$ cat src/rtl/spi_md5_pkg.sv
`default_nettype none
// +----------------------------------------------------------------------------+
// | Module   : spi_md5_pkg                                                     |
// | Purpose  : Shared constants for the SPI/MD5 command controller: command    |
// |            opcodes, FSM state encoding, status word bit positions and the  |
// |            default SPI frame width.                                        |
// | Revision : 1.0  initial release                                            |
// +----------------------------------------------------------------------------+
package spi_md5_pkg;

    localparam int DEF_WORD_W = 32;

    // Command opcodes, carried in frame[31:24] while the controller is idle
    localparam logic [7:0] OP_NOP     = 8'h00;
    localparam logic [7:0] OP_WR_MSG  = 8'h01;
    localparam logic [7:0] OP_START   = 8'h02;
    localparam logic [7:0] OP_RD_STAT = 8'h03;
    localparam logic [7:0] OP_RD_DIG  = 8'h04;

    // FSM state encoding
    localparam logic [1:0] ST_IDLE = 2'd0;
    localparam logic [1:0] ST_LOAD = 2'd1;
    localparam logic [1:0] ST_DIG  = 2'd2;

    // Status word bit positions; bits [1:0] are a fixed 2'b01 marker so the
    // host can tell a real status word from an idle all-zero MISO word.
    localparam int STAT_MARK0 = 0;
    localparam int STAT_BUSY  = 2;
    localparam int STAT_DONE  = 3;
    localparam int STAT_ERR   = 4;

    function automatic logic [31:0] status_word(input logic err,
                                                input logic done,
                                                input logic busy);
        logic [31:0] w;
        w             = 32'h0;
        w[STAT_MARK0] = 1'b1;
        w[STAT_BUSY]  = busy;
        w[STAT_DONE]  = done;
        w[STAT_ERR]   = err;
        return w;
    endfunction

endpackage
`default_nettype wire

$ cat src/rtl/spi_md5_ctrl_if.sv
`default_nettype none
// +----------------------------------------------------------------------------+
// | Module   : spi_md5_ctrl_if                                                 |
// | Purpose  : Bundles the SPI shifter side and the MD5 core side of the       |
// |            command controller.                                             |
// |   ss, shift_complete, mosi_word : from the SPI shifter (sck domain)        |
// |   miso_word                     : to the SPI shifter                       |
// |   msg_we, msg_addr, msg_data    : message buffer write port to MD5 core    |
// |   md5_start                     : start pulse to MD5 core                  |
// |   md5_busy, md5_done, digest    : from MD5 core                            |
// |   modport master : controller view      modport slave : environment view   |
// | Revision : 1.0  initial release                                            |
// +----------------------------------------------------------------------------+
interface spi_md5_ctrl_if #(
    parameter int WORD_W    = 32,
    parameter int DIG_WORDS = 4
);
    logic                        ss;
    logic                        shift_complete;
    logic [WORD_W-1:0]           mosi_word;
    logic [WORD_W-1:0]           miso_word;
    logic                        msg_we;
    logic [3:0]                  msg_addr;
    logic [WORD_W-1:0]           msg_data;
    logic                        md5_start;
    logic                        md5_busy;
    logic                        md5_done;
    logic [DIG_WORDS*WORD_W-1:0] digest;

    modport master (
        input  ss, shift_complete, mosi_word, md5_busy, md5_done, digest,
        output miso_word, msg_we, msg_addr, msg_data, md5_start
    );

    modport slave (
        output ss, shift_complete, mosi_word, md5_busy, md5_done, digest,
        input  miso_word, msg_we, msg_addr, msg_data, md5_start
    );

endinterface
`default_nettype wire

$ cat src/rtl/sync2_edge.sv
`default_nettype none
// +----------------------------------------------------------------------------+
// | Module   : sync2_edge                                                      |
// | Purpose  : Two-flop synchronizer for a single asynchronous level, plus a   |
// |            third flop for rising/falling edge detection in the clk domain. |
// |   clk, rst  : system clock, synchronous active-high reset                   |
// |   i_async   : asynchronous input level                                      |
// |   o_level   : synchronized level                                           |
// |   o_rise    : one-cycle pulse on synchronized 0->1                         |
// |   o_fall    : one-cycle pulse on synchronized 1->0                         |
// | Revision : 1.0  initial release                                            |
// +----------------------------------------------------------------------------+
module sync2_edge (
    input  wire logic clk,
    input  wire logic rst,
    input  wire logic i_async,
    output logic      o_level,
    output logic      o_rise,
    output logic      o_fall
);

    logic meta_q, meta_d;
    logic sync_q, sync_d;
    logic prev_q, prev_d;

    always_comb begin
        meta_d = i_async;
        sync_d = meta_q;
        prev_d = sync_q;
    end

    always_ff @(posedge clk) begin
        if (rst) begin
            meta_q <= 1'b0;
            sync_q <= 1'b0;
            prev_q <= 1'b0;
        end else begin
            meta_q <= meta_d;
            sync_q <= sync_d;
            prev_q <= prev_d;
        end
    end

    assign o_level = sync_q;
    assign o_rise  = sync_q & ~prev_q;
    assign o_fall  = ~sync_q & prev_q;

endmodule
`default_nettype wire

$ cat src/rtl/spi_md5_ctrl.sv
`default_nettype none
// +----------------------------------------------------------------------------+
// | Module   : spi_md5_ctrl                                                    |
// | Purpose  : System-clock command controller between the 32-bit SPI slave    |
// |            shifter and the MD5 core. Decodes command frames, loads the     |
// |            16-word message buffer, starts the core and stages status and   |
// |            digest words onto the shifter's MISO word.                      |
// |   clk : system clock (>= 16 x sck)   rst : synchronous active-high reset   |
// |   bus : spi_md5_ctrl_if.master (shifter + MD5 core signals)                |
// | Revision : 1.0  initial release                                            |
// +----------------------------------------------------------------------------+
module spi_md5_ctrl
    import spi_md5_pkg::*;
#(
    parameter int WORD_W    = DEF_WORD_W,
    parameter int MSG_WORDS = 16,
    parameter int DIG_WORDS = 4
) (
    input  wire logic      clk,
    input  wire logic      rst,
    spi_md5_ctrl_if.master bus
);

    localparam int CNT_W = 4;

    // ------------------------------------------------------------------
    // Clock-domain crossing of frame-done and slave-select
    // ------------------------------------------------------------------
    logic frame_ev;
    logic ss_rise;
    logic sc_level, sc_fall, ss_level, ss_fall;

    sync2_edge u_sync_sc (
        .clk     (clk),
        .rst     (rst),
        .i_async (bus.shift_complete),
        .o_level (sc_level),
        .o_rise  (frame_ev),
        .o_fall  (sc_fall)
    );

    sync2_edge u_sync_ss (
        .clk     (clk),
        .rst     (rst),
        .i_async (bus.ss),
        .o_level (ss_level),
        .o_rise  (ss_rise),
        .o_fall  (ss_fall)
    );

    // Only the edges that matter to the controller are consumed.
    logic unused_sync;
    assign unused_sync = ^{sc_level, sc_fall, ss_level, ss_fall};

    // ------------------------------------------------------------------
    // State
    // ------------------------------------------------------------------
    logic [1:0]        state_q,  state_d;
    logic [CNT_W-1:0]  cnt_q,    cnt_d;
    logic [WORD_W-1:0] frame_q,  frame_d;
    logic [WORD_W-1:0] miso_q,   miso_d;
    logic              we_q,     we_d;
    logic [3:0]        addr_q,   addr_d;
    logic              start_q,  start_d;
    logic              err_q,    err_d;
    logic              done_l_q, done_l_d;

    // Digest word selected by the counter; word 0 is the most significant.
    logic [WORD_W-1:0] dig_sel;
    logic [WORD_W-1:0] dig_word0;

    always_comb begin
        dig_sel = '0;
        for (int k = 0; k < DIG_WORDS; k++) begin
            if (cnt_q == k[CNT_W-1:0]) begin
                dig_sel = bus.digest[(DIG_WORDS-1-k)*WORD_W +: WORD_W];
            end
        end
    end

    assign dig_word0 = bus.digest[DIG_WORDS*WORD_W-1 -: WORD_W];

    logic [7:0] opcode;
    logic       set_err;
    logic       clr_err;
    logic       clr_done;

    // The frame is decoded straight from mosi_word in the frame_ev cycle so
    // the response reaches miso_word one clk after frame_ev.
    assign opcode = bus.mosi_word[WORD_W-1 -: 8];

    always_comb begin
        state_d  = state_q;
        cnt_d    = cnt_q;
        frame_d  = frame_q;
        miso_d   = miso_q;
        we_d     = 1'b0;
        addr_d   = addr_q;
        start_d  = 1'b0;
        err_d    = err_q;
        done_l_d = done_l_q;
        set_err  = 1'b0;
        clr_err  = 1'b0;
        clr_done = 1'b0;

        if (frame_ev) begin
            frame_d = bus.mosi_word;
            miso_d  = '0;
            case (state_q)
                ST_IDLE: begin
                    case (opcode)
                        OP_NOP: ;
                        OP_WR_MSG: begin
                            state_d = ST_LOAD;
                            cnt_d   = '0;
                        end
                        OP_START: begin
                            if (!bus.md5_busy) begin
                                start_d  = 1'b1;
                                clr_done = 1'b1;
                            end else begin
                                set_err = 1'b1;
                            end
                        end
                        OP_RD_STAT: begin
                            miso_d  = WORD_W'(status_word(err_q, done_l_q, bus.md5_busy));
                            clr_err = 1'b1;
                        end
                        OP_RD_DIG: begin
                            miso_d  = dig_word0;
                            state_d = ST_DIG;
                            cnt_d   = CNT_W'(1);
                        end
                        default: set_err = 1'b1;
                    endcase
                end

                ST_LOAD: begin
                    // A busy core must not see its message change; the word
                    // is dropped but still counted so later frames stay aligned.
                    if (bus.md5_busy) begin
                        set_err = 1'b1;
                    end else begin
                        we_d   = 1'b1;
                        addr_d = cnt_q;
                    end
                    if (cnt_q == CNT_W'(MSG_WORDS-1)) begin
                        cnt_d   = '0;
                        state_d = ST_IDLE;
                    end else begin
                        cnt_d = cnt_q + CNT_W'(1);
                    end
                end

                ST_DIG: begin
                    if (cnt_q == CNT_W'(DIG_WORDS)) begin
                        cnt_d   = '0;
                        state_d = ST_IDLE;
                    end else begin
                        miso_d = dig_sel;
                        cnt_d  = cnt_q + CNT_W'(1);
                    end
                end

                default: begin
                    state_d = ST_IDLE;
                    cnt_d   = '0;
                end
            endcase
        end

        // Deselect overrides whatever the same-cycle frame just did.
        if (ss_rise) begin
            state_d = ST_IDLE;
            cnt_d   = '0;
            miso_d  = '0;
        end

        if (set_err) begin
            err_d = 1'b1;
        end else if (clr_err) begin
            err_d = 1'b0;
        end

        if (bus.md5_done) begin
            done_l_d = 1'b1;
        end else if (clr_done) begin
            done_l_d = 1'b0;
        end
    end

    always_ff @(posedge clk) begin
        if (rst) begin
            state_q  <= ST_IDLE;
            cnt_q    <= '0;
            frame_q  <= '0;
            miso_q   <= '0;
            we_q     <= 1'b0;
            addr_q   <= '0;
            start_q  <= 1'b0;
            err_q    <= 1'b0;
            done_l_q <= 1'b0;
        end else begin
            state_q  <= state_d;
            cnt_q    <= cnt_d;
            frame_q  <= frame_d;
            miso_q   <= miso_d;
            we_q     <= we_d;
            addr_q   <= addr_d;
            start_q  <= start_d;
            err_q    <= err_d;
            done_l_q <= done_l_d;
        end
    end

    assign bus.miso_word = miso_q;
    assign bus.msg_we    = we_q;
    assign bus.msg_addr  = addr_q;
    assign bus.msg_data  = frame_q;
    assign bus.md5_start = start_q;

endmodule
`default_nettype wire

$ cat src/flat_wrapper.sv
// flat-port wrapper written by rule: the top's interface ports become plain ports
module spi_md5_ctrl_flat import spi_md5_pkg::*;
#(
    parameter int WORD_W    = DEF_WORD_W,
    parameter int MSG_WORDS = 16,
    parameter int DIG_WORDS = 4
)
  (clk, rst, bus_ss, bus_shift_complete, bus_mosi_word, bus_md5_busy, bus_md5_done, bus_digest, bus_miso_word, bus_msg_we, bus_msg_addr, bus_msg_data, bus_md5_start);
  spi_md5_ctrl_if #(.WORD_W(WORD_W), .DIG_WORDS(DIG_WORDS)) bus_i ();
  input  wire logic clk;
  input  wire logic rst;
  input wire logic [$bits(bus_i.ss)-1:0] bus_ss;
  input wire logic [$bits(bus_i.shift_complete)-1:0] bus_shift_complete;
  input wire logic [$bits(bus_i.mosi_word)-1:0] bus_mosi_word;
  input wire logic [$bits(bus_i.md5_busy)-1:0] bus_md5_busy;
  input wire logic [$bits(bus_i.md5_done)-1:0] bus_md5_done;
  input wire logic [$bits(bus_i.digest)-1:0] bus_digest;
  output wire logic [$bits(bus_i.miso_word)-1:0] bus_miso_word;
  output wire logic [$bits(bus_i.msg_we)-1:0] bus_msg_we;
  output wire logic [$bits(bus_i.msg_addr)-1:0] bus_msg_addr;
  output wire logic [$bits(bus_i.msg_data)-1:0] bus_msg_data;
  output wire logic [$bits(bus_i.md5_start)-1:0] bus_md5_start;
  assign bus_i.ss = bus_ss;
  assign bus_i.shift_complete = bus_shift_complete;
  assign bus_i.mosi_word = bus_mosi_word;
  assign bus_i.md5_busy = bus_md5_busy;
  assign bus_i.md5_done = bus_md5_done;
  assign bus_i.digest = bus_digest;
  assign bus_miso_word = bus_i.miso_word;
  assign bus_msg_we = bus_i.msg_we;
  assign bus_msg_addr = bus_i.msg_addr;
  assign bus_msg_data = bus_i.msg_data;
  assign bus_md5_start = bus_i.md5_start;
  spi_md5_ctrl #(.WORD_W(WORD_W), .MSG_WORDS(MSG_WORDS), .DIG_WORDS(DIG_WORDS)) u_core (.clk(clk), .rst(rst), .bus(bus_i));
endmodule
$ cat config.mk
export PLATFORM = sky130hd
export DESIGN_NAME = spi_md5_ctrl_flat
export DESIGN_NICKNAME = d
export VERILOG_FILES = /design/src/rtl/spi_md5_pkg.sv /design/src/rtl/spi_md5_ctrl_if.sv /design/src/rtl/sync2_edge.sv /design/src/rtl/spi_md5_ctrl.sv /design/src/flat_wrapper.sv
export SDC_FILE = /design/constraint.sdc
export NUM_CORES = 1
export LEC_CHECK = 0
export BUFFER_PORTS_ARGS = -buffer_cell sky130_fd_sc_hd__buf_2
export CAP_MARGIN = 20
export CORE_MARGIN = 2
export CORE_UTILIZATION = 45
export DETAILED_ROUTE_END_ITERATION = 10
export PLACE_DENSITY = 0.8
export SLEW_MARGIN = 30
export SYNTH_ARGS = -nofsm -noshare
export SYNTH_HDL_FRONTEND = slang
export SYNTH_SLANG_ARGS = --single-unit
$ cat constraint.sdc
create_clock -name clk -period 5.46 [get_ports clk]
set_input_delay 1.092 -clock clk [delete_from_list [all_inputs] [get_ports clk]]
set_output_delay 1.092 -clock clk [all_outputs]
set_load 0.05 [all_outputs]
==> flow_summary.json, run 1 <==
{
  "outcome": "completed",
  "design_area_um2": 5830,
  "holdWs_ns": 0.448,
  "cts_resized": 0,
  "period_share_pct": 51.2,
  "grt_max_degree": 65,
  "syn_area_per_cell_um2": 8.41,
  "dp.final_hpwl_um": 10200,
  "rr_startpoint": "u_core.cnt_q[0]",
  "first_pass_iters": 5,
  "hold_path.class": "flip-flop to flip-flop",
  "reg2reg_slack_ns": 2.67,
  "async_flop_share_pct": 0,
  "syn-num-nets": 696,
  "start_kind": "flip-flop",
  "cp_data_required_time_ns": 5.69,
  "synthesis.area_um2": 4420,
  "cts_setup_buffers": 0,
  "synthTopCellsByCount": "100 x nand2_1, 84 x dfxtp_1, 44 x clkbuf_1",
  "rsz0062_at_grt": "false",
  "ioPinCount": 236,
  "first_global_vias": 4562,
  "crit_start": "u_core.cnt_q[0]",
  "place_ws_ns": 2.35,
  "worst-path-stages": 7,
  "yosys.area.top_type": "dfxtp_1",
  "worst_pin_slew_ns": 0.900,
  "p_per_area_nw_per_um2": 214,
  "routabilityCongestion": 0.897,
  "initial_core_util_pct": 45.9,
  "core_um2": 9640,
  "fin_crit_ns": 2.79,
  "worst-path-max-fanout": 34,
  "crit_path_end_kind": "flip-flop",
  "cts_hold_buffers": 0,
  "synth-seq-cells": 84,
  "p_leak_nw": 2.67,
  "vias": 4913,
  "relSlewSlack_pct": 39.9,
  "drive_gt1_share_pct": 38.0,
  "cp_cell_sequence": "inv_1 > ha_1 > buf_4 > and3b_1 > or2_2 > o32a_1 > o41ai_1",
  "cts_buffer_depth": 2,
  "synth_area_leaders": "dfxtp_1 38%, nand2_1 8.5%, a211oi_1 6.1%",
  "netlist.area_leader.share_pct": 38.0,
  "yosysMostFrequentCell": "nand2_1",
  "drv_slew": 0,
  "timing_hold_violations_final": 0,
  "wirelength_um": 14200,
  "cp.arrival_ns": 3.03,
  "power_mw": 1.25,
  "crit_end": "u_core.bus.miso_word[0]",
  "rows": 36,
  "portBuffers": 235,
  "fin_ws_ns": 2.67,
  "gr-total-overflow": 0,
  "cts_sinks": 84,
  "grt_pass1_wl_um": 21600,
  "area_growth_pct": 31.8,
  "crit_family": "simple AND/OR/NAND/NOR gates",
  "peakVddDrop_uv": 154,
  "n_antenna_cell": 0,
  "rr_endpoint": "u_core.bus.miso_word[0]",
  "tritoncts": "done",
  "max_stage_delay_ns": 0.53,
  "maxCapViolCount": 0,
  "cts_root_buffer": "clkbuf_8",
  "fin_setup_tns_ns": 0,
  "synthCells": 526,
  "path_buf_inv": 2,
  "worstSkewPairLatency_ns": 0.36,
  "synth-edff-count": 0,
  "fmax_mhz": 358,
  "htree_num_levels": 3,
  "fin_skew_ns": 0.0152,
  "synthFlopType": "dfxtp_1",
  "numCtsBuffers": 9,
  "detail-route-antenna-nets": 0,
  "slowest_stage": "dfxtp_1",
  "worst-setup-path-type": "flip-flop to flip-flop",
  "finalNetCount": 898,
  "die_h_um": 103,
  "grtUsageTotal_pct": 25.6,
  "via_per_inst": 5.68,
  "finalSetupViolCount": 0,
  "path_clk_slew_ns": 0.09,
  "drtIter0Drc": 457,
  "antenna_found_initial": 0,
  "place_area_um2": 5620,
  "wire_per_inst_um": 16.4,
  "dieArea_um2": 10600,
  "r2r_cells": 7,
  "drcViolationCount": 0,
  "seq_area_frac_synth_pct": 38.0,
  "ys_warn_count": 0,
  "yosysUniqueCellTypes": 48,
  "die_w_um": 103
}
[report_power, final]
| group | internal [mW] | switching [mW] |
|---|---|---|
| Combinational | 0.0715 | 0.0959 |
| Sequential | 0.623 | 0.00513 |
| Clock | 0.215 | 0.239 |
| Total | 0.909 | 0.340 |
[stage by stage]
| stage | utilization (%) | cells |
|---|---|---|
| after floorplan | - | 526 |
| after detailed placement | 58.3 | 850 |
| after global placement | 58.3 | 850 |
| after global routing | 60.5 | 865 |
| final | 60.5 | 865 |
| after CTS | 60.4 | 865 |
[placed cells by master (no fill, tap or decap), types with 2 or more instances in the layout]
cell type	count
nand2_1	100
a22oi_1	32
or3_1	2
nor2b_1	6
nor2_1	13
nor3_1	3
nand3_1	3
o211ai_1	3
dfxtp_1	84
a22o_1	3
and3b_1	3
buf_4	8
a21o_1	32
clkbuf_8	9
and4b_1	2
nand2b_1	5
ha_1	3
nand3b_1	31
mux2i_1	4
buf_2	235
a21oi_1	39
a221o_2	8
a221o_1	23
inv_1	6
o41ai_1	2
nand4_1	4
inv_6	4
o21ai_0	5
a211oi_1	36
[registers in the layout (all words and copies together), names as in the netlist, 2 cells and up]
name	count
u_core.bus.miso_word	32
u_core.bus.msg_addr	4
u_core.bus.msg_data	32
u_core.cnt_q	4
u_core.state_q	2
[how the worst min path moves through the flow]
stage                                           to  slack, ns                     from  cells past startpoint
final                     u_core.u_sync_ss.o_level       0.45  u_core.u_sync_ss.meta_q                      1
after detailed placement  u_core.u_sync_ss.o_level       0.43  u_core.u_sync_ss.meta_q                      1
after global placement    u_core.u_sync_ss.o_level       0.42  u_core.u_sync_ss.meta_q                      1
after global routing      u_core.u_sync_sc.o_level       0.48  u_core.u_sync_sc.meta_q                      1
after floorplan           u_core.u_sync_sc.o_level       0.41  u_core.u_sync_sc.meta_q                      1
after CTS                 u_core.u_sync_ss.o_level       0.46  u_core.u_sync_ss.meta_q                      1
[worst reg2reg max path, cell delays in order, from the launching register on]
cell	delay [ns]
dfxtp_1	0.53
inv_1	0.15
ha_1	0.22
buf_4	0.25
and3b_1	0.25
or2_2	0.53
o32a_1	0.46
o41ai_1	0.29
[kinds of logic (layout without fill, tap and decap cells)]
group | after synthesis | count (layout) | share of synthesized area, %
mux | 4 | 4 | 0.906
xor+xnor | 1 | 1 | 0.198
flops | 84 | 84 | 38.0
simple gates | 184 | 184 | 21.5
compound gates | 191 | 191 | 32.7
buf+inv | 58 | 264 | 5.55
fa+ha+maj | 4 | 4 | 1.13
[metal layers]
layer / routed length, µm / GRT usage, % / vias up
met5: 0 / 0 / -
met4: 299 / 9.72 / 0
met3: 1170 / 5.29 / 29
met2: 6770 / 42.6 / 238
met1: 5930 / 32.5 / 2293
li1: - / - / 2353
[layout make-up]
class                   instances  area, µm²
clock buffers                   9        124
clock inverters                 6       70.1
fillers                       876       3810
inverters                       6       22.5
multi-input cells             384       2530
flip-flops and latches         84       1680
well taps                     133        166
repair buffers                243       1240
(Power assumes the default switching activity.)
==> inputs of run 2 (changes only) <==
--- a/config.mk
+++ b/config.mk
@@ -5,12 +5,13 @@
 export SDC_FILE = /design/constraint.sdc
 export NUM_CORES = 1
 export LEC_CHECK = 0
+export ABC_AREA = 1
 export BUFFER_PORTS_ARGS = -buffer_cell sky130_fd_sc_hd__buf_2
 export CAP_MARGIN = 20
 export CORE_MARGIN = 2
 export CORE_UTILIZATION = 45
 export DETAILED_ROUTE_END_ITERATION = 10
-export PLACE_DENSITY = 0.8
+export PLACE_DENSITY = 0.77
 export SLEW_MARGIN = 30
 export SYNTH_ARGS = -nofsm -noshare
 export SYNTH_HDL_FRONTEND = slang
==> constraint.sdc (replaced) <==
create_clock -name clk -period 2.7 [get_ports clk]
set_input_delay 0.54 -clock clk [delete_from_list [all_inputs] [get_ports clk]]
set_output_delay 0.54 -clock clk [all_outputs]
set_load 0.05 [all_outputs]
==> run 2 against run 1 <==
Effect of this change:
- the run now ends with design-rule violations left
- utilization shrank 0.52 points
- critical path depth grew 3
- clock power grew to 2.7 times the previous value
- sequential share of layout area shrank 4.5 points
- largest power group unchanged
- highest routed layer unchanged
==> flow_summary.json, run 2 <==
{
  "worst-path-max-fanout": 24,
  "drcViolationCount": 15,
  "rows": 39,
  "yosys.area.top_type": "dfxtp_1",
  "drive_gt1_share_pct": 24.9,
  "cts_buffer_depth": 2,
  "cp.arrival_ns": 2.30,
  "antenna_found_initial": 1,
  "worst-setup-path-type": "flip-flop to flip-flop",
  "via_per_inst": 4.94,
  "yosysMostFrequentCell": "nand2_1",
  "initial_core_util_pct": 46.6,
  "tritoncts": "done",
  "cts_sinks": 84,
  "detail-route-antenna-nets": 0,
  "synth-seq-cells": 84,
  "stdcell_count": 1296,
  "grt_busiest_layer": "met2",
  "p_seq_share_pct": 44.0,
  "portBuffers": 235,
  "dp.final_hpwl_um": 11800,
  "seq_area_frac_synth_pct": 31.3,
  "syn_area_per_cell_um2": 5.66,
  "intPower_mw": 2.07,
  "core_um2": 11500,
  "synthTopCellsByCount": "313 x nand2_1, 172 x nor2_1, 112 x nand3_1",
  "die_w_um": 113,
  "synth-edff-count": 0,
  "relSlewSlack_pct": 44.7,
  "crit_path_end_kind": "flip-flop",
  "cp_data_required_time_ns": 2.93,
  "dieArea_um2": 12800,
  "grtUsageMet1_pct": 34.4,
  "worstSkewPairLatency_ns": 0.34,
  "first_pass_iters": 9,
  "grt_max_degree": 78,
  "worst_pin_slew_ns": 0.826,
  "cts_setup_buffers": 0,
  "nFillCells": 1191,
  "grt_pass1_wl_um": 28200,
  "area_growth_pct": 28.6,
  "rsz0062_at_grt": "false",
  "ioPinCount": 236,
  "p_leak_nw": 3.96,
  "numCtsBuffers": 9,
  "gr-total-overflow": 0,
  "holdWs_ns": 0.397,
  "syn-num-nets": 1118,
  "p_per_area_nw_per_um2": 422,
  "fmax_mhz": 482,
  "power.switching_mw": 0.847,
  "grtUsageMet3_pct": 4.39,
  "cp_cell_sequence": "inv_1 > ha_1 > nand3_1 > nand2_1 > buf_4 > o21ai_0 > inv_1 > nand3_1 > o21ai_0 > nor2_1",
  "reg2reg_slack_ns": 0.62,
  "use_met2_pct": 44.9,
  "synthCells": 948,
  "netlist.area_leader.share_pct": 31.3,
  "wire_per_inst_um": 13.2,
  "synth_area_leaders": "dfxtp_1 31%, nand2_1 22%, nor2_1 12%",
  "p_clk_share_pct": 41.9,
  "synthesis.area_um2": 5370,
  "start_kind": "flip-flop",
  "ys_warn_count": 0,
  "cts_root_buffer": "clkbuf_16",
  "cts_resized": 0,
  "hp-start": "bus_ss",
  "max_stage_delay_ns": 0.35,
  "finalSetupViolCount": 0,
  "wirelength_um": 17200,
  "combPwrFrac_pct": 14.1,
  "cts_hold_buffers": 0,
  "p_sw_share_pct": 29.1,
  "first_global_vias": 5962,
  "hold_path.class": "primary input to flip-flop",
  "final_common_cell": "nand2_1",
  "min_path_cells": 3,
  "r2r_cells": 10,
  "violations": "design-rule violations",
  "drtIter0Drc": 675,
  "timing_hold_violations_final": 0,
  "placedCellCount": 1279,
  "finalNetCount": 1317,
  "async_flop_share_pct": 0,
  "layout_common_cells": "313 x nand2_1, 235 x buf_2, 171 x nor2_1",
  "rr_startpoint": "u_core.cnt_q[0]",
  "fin_setup_tns_ns": 0,
  "vias": 6407,
  "maxCapViolCount": 0,
  "htree_num_levels": 3,
  "peakVddDrop_uv": 344,
  "die_h_um": 113,
  "fin_skew_ns": 0.0126,
  "fin_crit_ns": 2.08,
  "outcome": "complete, but fails checks",
  "period_share_pct": 76.9,
  "rr_endpoint": "u_core.state_q[0]",
  "hold_end": "u_core.u_sync_ss.meta_q",
  "yosysUniqueCellTypes": 27,
  "slowest_stage": "dfxtp_1",
  "grtUsageTotal_pct": 26.8,
  "drv_slew": 0,
  "routabilityCongestion": 0.905,
  "path_clk_slew_ns": 0.07,
  "synthFlopType": "dfxtp_1"
}
==> run 2: cells by family (layout without fill, tap and decap cells) <==
kind of cell,count (synthesis),in the layout,synth area share [%]
simple gates,608,608,45.8
buf+inv,157,361,12.2
compound gates,95,95,9.74
flops,84,84,31.3
fa+ha+maj,4,4,0.932
other cells,0,1,0
==> run 2: through the flow <==
stage          worst slack, ns  power [mW]  cell area, µm²  utilization, %
4_1_cts                  0.651        2.94            6900            59.9
3_3_place_gp             0.688        1.71            6610            57.4
2_1_floorplan             1.06        1.53            5370               -
3_5_place_dp             0.630        1.72            6610            57.4
6_report                 0.624        2.91            6900            59.9
5_1_grt                  0.438        3.04            6900            59.9
==> run 2: power by group through the flow <==
stage | sequential (mW) | clock, mW | combinational, mW
after global placement | 1.31 | 0 | 0.406
after global routing | 1.28 | 1.30 | 0.456
final | 1.28 | 1.22 | 0.411
after detailed placement | 1.31 | 0 | 0.409
after floorplan | 1.39 | 0 | 0.135
after CTS | 1.28 | 1.25 | 0.411
==> run 2: cell type report <==
cell class / instances / area, µm² / area share (%)
Clock buffer: 9 / 225 / 3.26
Multi-Input combinational cell: 707 / 3060 / 44.3
Inverter: 95 / 357 / 5.17
Clock inverter: 7 / 63.8 / 0.924
Tap cell: 143 / 179 / 2.59
Timing Repair Buffer: 250 / 1340 / 19.4
Sequential cell: 84 / 1680 / 24.4
Antenna cell: 1 / 2.50 / 0.0363
==> run 2: worst max path at each step <==
| stage | from | end | slack [ns] | cells past startpoint |
|---|---|---|---|---|
| 6_report | u_core.cnt_q[0] | u_core.state_q[0] | 0.62 | 10 |
| 5_1_grt | u_core.cnt_q[0] | u_core.state_q[0] | 0.44 | 10 |
| 4_1_cts | u_core.cnt_q[0] | u_core.state_q[0] | 0.65 | 10 |
| 3_5_place_dp | bus_mosi_word[25] | u_core.bus.miso_word[29] | 0.63 | 11 |
| 3_3_place_gp | u_core.cnt_q[0] | u_core.state_q[0] | 0.69 | 10 |
| 2_1_floorplan | u_core.cnt_q[0] | u_core.state_q[0] | 1.06 | 10 |
==> run 2: per-layer routing <==
| metal | wire length (µm) | part of all wire (%) |
|---|---|---|
| met3 | 1200 | 7.0 |
| met4 | 617 | 3.6 |
| met1 | 7450 | 43 |
| met2 | 7890 | 46 |
| met5 | 0 | 0 |
==> run 2: worst max-delay path: cells and delay by family (launching register included) <==
kind	cells	cell delay, ns
buffers and inverters	3	0.57
AO/OA/AOI/OAI	2	0.44
AND/OR/NAND/NOR	4	0.40
flip-flops	1	0.35
adder cells (fa/ha/maj)	1	0.20
==> inputs of run 3 (changes only) <==
--- a/config.mk
+++ b/config.mk
@@ -9,9 +9,9 @@
 export BUFFER_PORTS_ARGS = -buffer_cell sky130_fd_sc_hd__buf_2
 export CAP_MARGIN = 20
 export CORE_MARGIN = 2
-export CORE_UTILIZATION = 45
+export CORE_UTILIZATION = 44
 export DETAILED_ROUTE_END_ITERATION = 10
-export PLACE_DENSITY = 0.77
+export PLACE_DENSITY = 0.78
 export SLEW_MARGIN = 30
 export SYNTH_ARGS = -nofsm -noshare
 export SYNTH_HDL_FRONTEND = slang
==> constraint.sdc (replaced) <==
create_clock -name clk -period 1.7 [get_ports clk]
set_input_delay 0.34 -clock clk [delete_from_list [all_inputs] [get_ports clk]]
set_output_delay 0.34 -clock clk [all_outputs]
set_load 0.05 [all_outputs]
==> run 3 against run 2 <==
Effect of this change:
- the flow now finishes without violations
- routed wire length up 1.8%
- highest routed layer unchanged
- largest cell class unchanged
- critical path type unchanged
- via count up 2.0%
- worst hold slack worse by 0.20 ns
- count of clock-buffer cells in the layout up 1
- utilization about the same
- first-iteration DRC count shrank 25%
- global-route usage fell by 0.82 points
- combinational power increased by 62%
==> flow_summary.json, run 3 (synthesis results as in run 2) <==
{
  "finalSetupViolCount": 0,
  "area_growth_pct": 33.7,
  "n_antenna_cell": 0,
  "dp.final_hpwl_um": 12100,
  "drive_gt1_share_pct": 26.5,
  "initial_core_util_pct": 44.9,
  "grt_pass1_wl_um": 27500,
  "grt_busiest_layer": "met2",
  "finalNetCount": 1337,
  "critPathMostFrequentCell": "nand2_1",
  "worstSkewPairLatency_ns": 0.34,
  "cts_sinks": 84,
  "vias": 6532,
  "crit_path_end_kind": "flip-flop",
  "tritoncts": "done",
  "grt_max_degree": 67,
  "slowest_stage": "dfxtp_2",
  "first_pass_iters": 7,
  "p_leak_nw": 4.11,
  "cp_cell_sequence": "buf_4 > ha_1 > nand2_2 > buf_12 > nand2_1 > inv_1 > nand2_1 > nand2_1 > nand2_1 > nand2_1 > a21oi_1",
  "layout_common_cells": "312 x nand2_1, 235 x buf_2, 171 x nor2_1",
  "start_kind": "flip-flop",
  "die_h_um": 114,
  "fin_ws_ns": 0.139,
  "ioPinCount": 236,
  "first_global_vias": 5754,
  "fmax_mhz": 641,
  "wire_per_inst_um": 13.3,
  "htree_num_levels": 3,
  "use_met2_pct": 42.1,
  "p_per_area_nw_per_um2": 655,
  "max_stage_delay_ns": 0.33,
  "hold_path.class": "primary input to flip-flop",
  "worst_pin_slew_ns": 0.416,
  "outcome": "completed",
  "core_um2": 12000,
  "antenna_found_initial": 0,
  "routabilityCongestion": 0.869,
  "dieArea_um2": 13100,
  "worst-path-max-fanout": 33,
  "gr-total-overflow": 0,
  "via_per_inst": 4.95,
  "numCtsBuffers": 9,
  "fin_crit_ns": 1.56,
  "drv_slew": 0,
  "grtUsageMet3_pct": 3.97,
  "fin_skew_ns": 0.00724,
  "grtUsageTotal_pct": 25.9,
  "wirelength_um": 17500,
  "place_ws_ns": 0.0126,
  "drcViolationCount": 0,
  "path_clk_slew_ns": 0.07,
  "grtUsageMet1_pct": 33.8,
  "final_common_cell": "nand2_1",
  "rows": 40,
  "die_w_um": 114,
  "detail-route-antenna-nets": 0,
  "worst-setup-path-type": "flip-flop to flip-flop",
  "place_area_um2": 6790,
  "maxCapViolCount": 0,
  "cp.arrival_ns": 1.78,
  "relSlewSlack_pct": 72.1,
  "portBuffers": 235,
  "cts_buffer_depth": 2,
  "timing_hold_violations_final": 0,
  "cts_root_buffer": "clkbuf_16",
  "peakVddDrop_uv": 558,
  "drtIter0Drc": 506,
  "cp_data_required_time_ns": 1.92,
  "design_area_um2": 7180,
  "cts_hold_buffers": 0,
  "period_share_pct": 91.8
}
## run 3: path summary, 6_finish.rpt
kind | cells after the start | end | slack [ns] | from
setup / recovery | 11 | u_core.bus.miso_word[24] | 0.14 | u_core.cnt_q[0]
hold / removal | 3 | u_core.u_sync_sc.meta_q | 0.20 | bus_shift_complete
setup reg to reg | 11 | u_core.bus.miso_word[24] | 0.14 | u_core.cnt_q[0]
hold reg to reg | 2 | u_core.u_sync_sc.o_level | 0.41 | u_core.u_sync_sc.meta_q
## run 3: what timing repair did
item | CTS | global route
endpoints found under the setup margin | 0 | 34
resized for setup | 0 | 10
buffers inserted | 0 | 2
## run 3: final cells by class
class,count,area [µm²]
well taps,147,184
clock inverters,6,68.8
fillers,1242,4790
clock buffers,10,229
flip-flops and latches,84,1680
multi-input cells,707,3070
repair buffers,270,1590
inverters,95,357
## run 3: routing by layer
layer	share of wire, %	up-vias
met1	43	2859
met3	7.2	43
li1	-	3361
met5	0	-
met4	3.3	0
met2	46	269
## run 3: worst max-delay path, delay by kind of cell (launching register included)
kind | cells | cell delay (ns)
simple gates | 6 | 0.45
fa+ha+maj | 1 | 0.22
compound gates | 1 | 0.05
flops | 1 | 0.33
buf+inv | 3 | 0.39
## run 3: through the flow
stage          hold WS [ns]  instances  util (%)  setup TNS (ns)  power (mW)
6_report              0.196       1319      60.0               0        4.70
5_1_grt               0.201       1319      60.0         -0.0325        4.90
4_1_cts               0.190       1315      59.2               0        4.72
3_5_place_dp          0.400       1299      56.7               0        2.74
3_3_place_gp          0.391       1299      56.7               0        2.73
2_1_floorplan         0.388        948         -               0        2.43
## run 3: power breakdown
part           internal [mW]  total, mW  switching, mW
Sequential              2.02       2.04         0.0213
Clock                   1.15       2.00          0.847
Combinational          0.249      0.664          0.415
Total                   3.42       4.70           1.28
